**config.mk**
```make
export PLATFORM = sky130hd
export DESIGN_NAME = wb_line_fetcher_flat
export DESIGN_NICKNAME = d
export VERILOG_FILES = /design/src/rtl/wb_line_fetcher_if.sv /design/src/rtl/wb_line_fetcher.sv /design/src/flat_wrapper.sv
export SDC_FILE = /design/constraint.sdc
export NUM_CORES = 1
export LEC_CHECK = 0
export ABC_CLOCK_PERIOD_IN_PS = 4050
export CAP_MARGIN = 40
export CORE_UTILIZATION = 54
export CTS_CLUSTER_DIAMETER = 200
export DETAILED_ROUTE_END_ITERATION = 10
export PLACE_DENSITY = 0.8
export SLEW_MARGIN = 20
export SYNTH_ARGS = -nofsm -noshare
export SYNTH_HDL_FRONTEND = slang
export SYNTH_SLANG_ARGS = --single-unit
```
**constraint.sdc**
```tcl
create_clock -name clk -period 4.05 [get_ports clk]
set_input_delay 0.6075 -clock clk [delete_from_list [all_inputs] [get_ports clk]]
set_output_delay 0.6075 -clock clk [all_outputs]
set_load 0.01 [all_outputs]
```
**src/rtl/wb_line_fetcher_if.sv**
```systemverilog
// Wishbone read bus plus pixel-stream handshake shared by the line fetcher and its neighbours.
// The fetcher takes the master view; bus responder and pixel consumer take the slave view.
interface wb_line_fetcher_if;
   logic        o_wb_cyc;
   logic        o_wb_stb;
   logic [31:0] o_wb_addr;
   logic        o_wb_we;
   logic [31:0] i_wb_data;
   logic        i_wb_stall;
   logic        i_wb_ack;
   logic [31:0] o_pix_data;
   logic        o_pix_valid;
   logic        i_pix_ready;

   modport master (
      output o_wb_cyc, o_wb_stb, o_wb_addr, o_wb_we,
      input  i_wb_data, i_wb_stall, i_wb_ack,
      output o_pix_data, o_pix_valid,
      input  i_pix_ready
   );

   modport slave (
      input  o_wb_cyc, o_wb_stb, o_wb_addr, o_wb_we,
      output i_wb_data, i_wb_stall, i_wb_ack,
      input  o_pix_data, o_pix_valid,
      output i_pix_ready
   );
endinterface

```
**src/rtl/wb_line_fetcher.sv**
```systemverilog
// Pipelined Wishbone reader that streams one video line into a show-ahead FIFO.
// Define LINE_FETCH_ERR_EN to add i_wb_err / o_err bus-error abort handling.
module wb_line_fetcher #(
   parameter int WORDS_PER_LINE = 160,
   parameter int FIFO_DEPTH     = 16
) (
   input  logic        clk,
   input  logic        reset_n,
   input  logic        i_start,
   input  logic [31:0] i_base_addr,
   output logic        o_busy,
   output logic        o_done,
`ifdef LINE_FETCH_ERR_EN
   input  logic        i_wb_err,
   output logic        o_err,
`endif
   wb_line_fetcher_if.master bus
);

   localparam int AW = $clog2(FIFO_DEPTH);
   localparam int CW = AW + 1;
   localparam logic [CW:0] DEPTH_C = (CW + 1)'(FIFO_DEPTH);

   typedef enum logic [1:0] {IDLE, REQ, DRAIN} state_t;

   state_t        state, state_next;
   logic          cyc, cyc_next, stb, stb_next, busy_next, done_next;
   logic [31:0]   addr, addr_next;
   logic [11:0]   req_left, req_left_next, ack_left, ack_left_next;
   logic [CW-1:0] in_flight, in_flight_next, count, count_next;
   logic [CW:0]   credit_sum;
   logic [AW-1:0] wr_ptr, rd_ptr;
   logic [31:0]   mem [FIFO_DEPTH];
   logic          accept, ack, pop, err_hit;

   assign accept = stb & ~bus.i_wb_stall;
   // Stray acks outside a cycle or with nothing outstanding must not reach the FIFO.
   assign ack    = cyc & bus.i_wb_ack & (in_flight != '0);
   assign pop    = (count != '0) & bus.i_pix_ready;
`ifdef LINE_FETCH_ERR_EN
   assign err_hit = cyc & i_wb_err;
`else
   assign err_hit = 1'b0;
`endif

   assign count_next = count + CW'(ack) - CW'(pop);
   assign credit_sum = {1'b0, in_flight_next} + {1'b0, count_next};

   // Next-state logic; a new strobe is only raised when the FIFO can absorb every outstanding response.
   always_comb begin
      state_next     = state;
      cyc_next       = cyc;
      stb_next       = stb;
      addr_next      = addr;
      req_left_next  = req_left;
      ack_left_next  = ack_left;
      busy_next      = o_busy;
      done_next      = 1'b0;
      in_flight_next = in_flight + CW'(accept) - CW'(ack);
      unique case (state)
         IDLE: begin
            if (i_start) begin
               state_next    = REQ;
               cyc_next      = 1'b1;
               busy_next     = 1'b1;
               addr_next     = {i_base_addr[31:2], 2'b00};
               req_left_next = 12'(WORDS_PER_LINE);
               ack_left_next = 12'(WORDS_PER_LINE);
               stb_next      = credit_sum < DEPTH_C;
            end
         end
         REQ: begin
            if (accept) begin
               addr_next     = addr + 32'd4;
               req_left_next = req_left - 12'd1;
            end
            if (!stb || accept) begin
               stb_next = (req_left_next != 12'd0) && (credit_sum < DEPTH_C);
            end
            if (accept && req_left == 12'd1) begin
               state_next = DRAIN;
            end
            if (ack) begin
               ack_left_next = ack_left - 12'd1;
            end
         end
         DRAIN: begin
            if (ack) begin
               ack_left_next = ack_left - 12'd1;
               if (ack_left == 12'd1) begin
                  state_next = IDLE;
                  cyc_next   = 1'b0;
                  busy_next  = 1'b0;
                  done_next  = 1'b1;
               end
            end
         end
         default: begin
            state_next = IDLE;
            cyc_next   = 1'b0;
            stb_next   = 1'b0;
            busy_next  = 1'b0;
         end
      endcase
      if (err_hit) begin
         state_next     = IDLE;
         cyc_next       = 1'b0;
         stb_next       = 1'b0;
         busy_next      = 1'b0;
         done_next      = 1'b0;
         in_flight_next = '0;
      end
   end

   // State register and FIFO bookkeeping.
   always_ff @(posedge clk or negedge reset_n) begin
      if (!reset_n) begin
         state     <= IDLE;
         cyc       <= 1'b0;
         stb       <= 1'b0;
         addr      <= '0;
         req_left  <= '0;
         ack_left  <= '0;
         in_flight <= '0;
         count     <= '0;
         wr_ptr    <= '0;
         rd_ptr    <= '0;
         o_busy    <= 1'b0;
         o_done    <= 1'b0;
      end else begin
         state     <= state_next;
         cyc       <= cyc_next;
         stb       <= stb_next;
         addr      <= addr_next;
         req_left  <= req_left_next;
         ack_left  <= ack_left_next;
         in_flight <= in_flight_next;
         count     <= count_next;
         o_busy    <= busy_next;
         o_done    <= done_next;
         if (ack) wr_ptr <= wr_ptr + AW'(1);
         if (pop) rd_ptr <= rd_ptr + AW'(1);
      end
   end

`ifdef LINE_FETCH_ERR_EN
   always_ff @(posedge clk or negedge reset_n) begin
      if (!reset_n) o_err <= 1'b0;
      else          o_err <= err_hit;
   end
`endif

   always_ff @(posedge clk) begin
      if (ack) mem[wr_ptr] <= bus.i_wb_data;
   end

   assign bus.o_wb_cyc    = cyc;
   assign bus.o_wb_stb    = stb;
   assign bus.o_wb_addr   = addr;
   assign bus.o_wb_we     = 1'b0;
   assign bus.o_pix_valid = (count != '0);
   assign bus.o_pix_data  = (count != '0) ? mem[rd_ptr] : 32'd0;

endmodule

```
**src/flat_wrapper.sv**
```systemverilog
// flat-port wrapper written by rule: the top's interface ports become plain ports
module wb_line_fetcher_flat 
#(
   parameter int WORDS_PER_LINE = 160,
   parameter int FIFO_DEPTH     = 16
)
  (clk, reset_n, i_start, i_base_addr, o_busy, o_done, bus_o_wb_cyc, bus_o_wb_stb, bus_o_wb_addr, bus_o_wb_we, bus_i_wb_data, bus_i_wb_stall, bus_i_wb_ack, bus_o_pix_data, bus_o_pix_valid, bus_i_pix_ready);
  wb_line_fetcher_if bus_i ();
  input  logic clk;
  input  logic reset_n;
  input  logic i_start;
  input  logic [31:0] i_base_addr;
  output logic o_busy;
  output logic o_done;
  output wire logic [$bits(bus_i.o_wb_cyc)-1:0] bus_o_wb_cyc;
  output wire logic [$bits(bus_i.o_wb_stb)-1:0] bus_o_wb_stb;
  output wire logic [$bits(bus_i.o_wb_addr)-1:0] bus_o_wb_addr;
  output wire logic [$bits(bus_i.o_wb_we)-1:0] bus_o_wb_we;
  input wire logic [$bits(bus_i.i_wb_data)-1:0] bus_i_wb_data;
  input wire logic [$bits(bus_i.i_wb_stall)-1:0] bus_i_wb_stall;
  input wire logic [$bits(bus_i.i_wb_ack)-1:0] bus_i_wb_ack;
  output wire logic [$bits(bus_i.o_pix_data)-1:0] bus_o_pix_data;
  output wire logic [$bits(bus_i.o_pix_valid)-1:0] bus_o_pix_valid;
  input wire logic [$bits(bus_i.i_pix_ready)-1:0] bus_i_pix_ready;
  assign bus_o_wb_cyc = bus_i.o_wb_cyc;
  assign bus_o_wb_stb = bus_i.o_wb_stb;
  assign bus_o_wb_addr = bus_i.o_wb_addr;
  assign bus_o_wb_we = bus_i.o_wb_we;
  assign bus_i.i_wb_data = bus_i_wb_data;
  assign bus_i.i_wb_stall = bus_i_wb_stall;
  assign bus_i.i_wb_ack = bus_i_wb_ack;
  assign bus_o_pix_data = bus_i.o_pix_data;
  assign bus_o_pix_valid = bus_i.o_pix_valid;
  assign bus_i.i_pix_ready = bus_i_pix_ready;
  wb_line_fetcher #(.WORDS_PER_LINE(WORDS_PER_LINE), .FIFO_DEPTH(FIFO_DEPTH)) u_core (.clk(clk), .reset_n(reset_n), .i_start(i_start), .i_base_addr(i_base_addr), .o_busy(o_busy), .o_done(o_done), .bus(bus_i));
endmodule
```
==> summary.md <==
| Metric | Value |
|---|---|
| Status | `completed` |
| Slew Viols, Final | `0` |
| CTS sink cnt | `589` |
| LEAKAGE | `roughly 9.6 nW` |
| Via density per instance | `~6.2` |
| Initial drt markers | `around 1200` |
| Final setup margin | `between 0.1 and 0.15 ns` |
| Most common cell after layout, fill and taps aside | `edfxtp_1` |
| Root Buffer | `clkbuf_16` |
| Reg clk slew, reported paths | `0.06 ns` |
| CP max FO | `41` |
| Share of layout cells above drive strength 1 | `about a fifth` |
| Mapped Avg Cell Area | `18.4 um^2` |
| Post-synth EDFFs | `roughly 510` |
| Final Critical Period | `3.91 ns` |
| Final net count | `between 1500 and 2000` |
| DRT Pass-1 Iters | `5` |
| Post-DRT Antenna Nets | `0` |
| Top cells by area in the synthesized netlist | `edfxtp_1 63%, mux4_2 15%, dfrtp_1 7.9%, ha_1 1.5%, mux2i_1 1.2%` |
| Final number of setup-violating endpoints | `0` |
| Worst Tran Pin Value | `0.724 ns` |
| DP Wirelength | `~31 mm` |
| Yosys warns | `0` |
| Overall Global Routing Usage | `between 20 and 25%` |
| Crit path DAT | `roughly 3.3 ns` |
| I/O pin count | `140` |
| Top Layer Used | `met5` |
| R2R Setup Slk | `approximately 0.32 ns` |
| Wire length per cell | `26.2 um` |
| Detailed-route via count | `13200` |
| PD cells | `717 nW/um^2` |
| Number of fill cells | `2886` |
| Worst Setup SP | `u_core.rd_ptr[2]$_DFFE_PN0P_` |
| Worst Reg-to-Reg Cells | `17` |
| Core box area | `around 45000 um^2` |
| Critical Setup Path Class | `reg2out` |
| Pre-CTS setup slack | `about 0.015 ns` |
| Area leader, netlist | `edfxtp_1` |
| First-pass GRT wire length | `between 80 and 90 mm` |
| Top FF cell, synth | `edfxtp_1` |
| Final Wtd Congestion | `0.849` |
| Cells after Synth | `~1300` |
| Max-cap check violation count | `0` |
| Most frequent cells in the layout | `512 x edfxtp_1, 160 x mux4_2, 133 x clkdlybuf4s50_1` |
| Area Overhead vs Synth | `18.0%` |
| CTS HTree Levels | `2` |
| Maximum clock insertion buffer count | `3` |
| DRT Wirelength | `55.8 mm` |
| CTS Hold Bufs | `0` |
| Slew margin rel. | `a little over 50%` |
| Synth unique cells | `54` |
| Number of synthesized register bits | `a little under 600` |
| Grt ovf | `0` |
| Worst R2R End | `u_core.bus.o_wb_stb$_DFFE_PN0P_` |
| Asr flop ratio synth | `around an eighth` |
| Met1 wire length | `~21 mm` |
| Clock Latency Late Sink | `between 0.6 and 0.7 ns` |
| Crit path capture | `bus_o_pix_data[29]` |
| Die ar. | `46200 um^2` |
| TritonCTS clock tree | `built` |
| Vias in the first global route | `13900` |
| Register area share after synthesis | `between 70% and 80%` |
| Final Cycle Share | `a little over nine tenths` |
| Antenna violations before repair | `3` |
| Width of the die | `around 210 um` |
| Port bufs | `134` |
| Fin Setup TNS | `0 ns` |
| Largest net degree at the start of global routing | `49` |
| Maximum vdd ir drop | `slightly below 0.5 mV` |
| Worst Hold Class | `in2async` |
| Yosys top cell area share | `between 60% and 70%` |
| Met3 WL | `approximately 3.5 mm` |
| Die height | `215 um` |
| CP Data Required Time | `3.44 ns` |
| CTS buffer count | `57` |
| DR DRC count | `0` |
| Initial Util | `between 50% and 60%` |
| Worst Skew | `around 0.033 ns` |
| Crit path capture type | `output pin` |
| Critical path launch point type | `register` |
| Unrepaired setup endpoints after global routing | `false` |
| Row cnt | `77` |
| Final Hold Vio Count | `0` |
| Max Clock Freq | `between 200 and 300 MHz` |
| Met2 WL | `29.5 mm` |
| FF-to-FF Start | `u_core.in_flight[3]$_DFF_PN0_` |
| Cell Area, Synth | `~24000 um^2` |
==> per-layer routing <==
metal,global-route usage [%],vias to the layer above
met5,0,-
met4,8.48,4
met3,4.32,112
met2,43.6,593
met1,31.1,6834
li1,-,5697
==> cell type report <==
class,instances,area (um^2),share of cell area [%]
Multi-Input combinational cell,639,6840,23.7
Sequential cell,589,17300,59.9
Antenna cell,2,5.00,0.0173
Tap cell,592,741,2.56
Timing Repair Buffer,178,1880,6.52
Inverter,26,97.6,0.338
Clock inverter,42,531,1.84
Clock buffer,63,1470,5.09
==> worst min path at each step <==
stage | end | slack (ns)
final | u_core.bus.o_wb_addr[22]$_DFFE_PN0P_ | 0.03
after global routing | u_core.bus.o_wb_addr[31]$_DFFE_PN0P_ | 0.06
after CTS | u_core.bus.o_wb_addr[22]$_DFFE_PN0P_ | 0.02
after detailed placement | u_core.ack_left[1]$_DFFE_PN0P_ | 0.52
after global placement | u_core.ack_left[1]$_DFFE_PN0P_ | 0.51
after floorplan | u_core.ack_left[0]$_DFFE_PN0P_ | 0.31
==> cells in the mapped netlist (5+ instances only) <==
cell,number
mux4_2,160
and2_1,37
nor4_1,7
xnor2_1,11
edfxtp_1,512
ha_1,30
o22ai_1,29
buf_6,11
or4_1,5
buf_2,5
o21ai_0,26
xor2_1,10
dfrtp_1,77
buf_1,13
nor3_1,16
nand2_1,56
nor2_1,49
inv_1,26
nand4_1,23
nand2b_1,7
a31oi_1,7
nor4b_1,5
mux2i_1,30
nand3_1,29
and3_1,10
clkbuf_1,48
o31a_1,5
a21oi_1,41
==> flip-flops by register name, summed over array words and instances, names as in the netlist <==
name,count
u_core.bus.o_wb_stb,1
u_core.mem,512
u_core.rd_ptr,4
u_core.count,5
u_core.bus.o_wb_addr,30
u_core.in_flight,5
u_core.wr_ptr,4
u_core.state,2
u_core.o_done,1
u_core.req_left,12
u_core.ack_left,12
u_core.o_busy,1
==> cell families after synthesis <==
logic type | after synthesis | share of synthesized area (%)
buffers and inverters | 107 | 2.07
AO/OA/AOI/OAI | 135 | 3.34
adder cells (fa/ha/maj) | 32 | 1.70
multiplexers | 192 | 16.0
XOR/XNOR | 21 | 0.751
AND/OR/NAND/NOR | 256 | 5.40
other | 1 | 0.0153
flip-flops | 589 | 70.7
==> power by group <==
group / internal (mW) / switching, mW
Sequential: 7.22 / 0.713
Combinational: 3.80 / 3.38
Clock: 3.28 / 2.31
==> critical path, stage by stage (launching register included) <==
cell,delay (ns)
dfrtp_4,0.79
buf_12,0.33
mux4_2,0.35
mux4_2,0.49
and2_1,0.21
clkdlybuf4s50_1,0.51
==> per-stage QoR <==
step                      util (%)  power, mW  cell area [um^2]  cells  hold WS [ns]
after floorplan                  -       12.5             24500   1335         0.312
after global placement        60.2       14.9             26800   2022         0.512
after detailed placement      60.2       15.1             26800   2022         0.519
after CTS                     64.8       20.8             28800   2128        0.0193
after global routing          64.9       21.6             28900   2130        0.0559
final                         64.9       20.7             28900   2131        0.0280
==> what timing repair did <==
item                       in CTS  in global routing
pin swaps                       0                  0
setup buffers                   1                  0
resized for setup               1                  2
setup endpoints to repair      16                  1
gates cloned                    0                  0
Note: power is estimated with default switching activity, not from simulation.
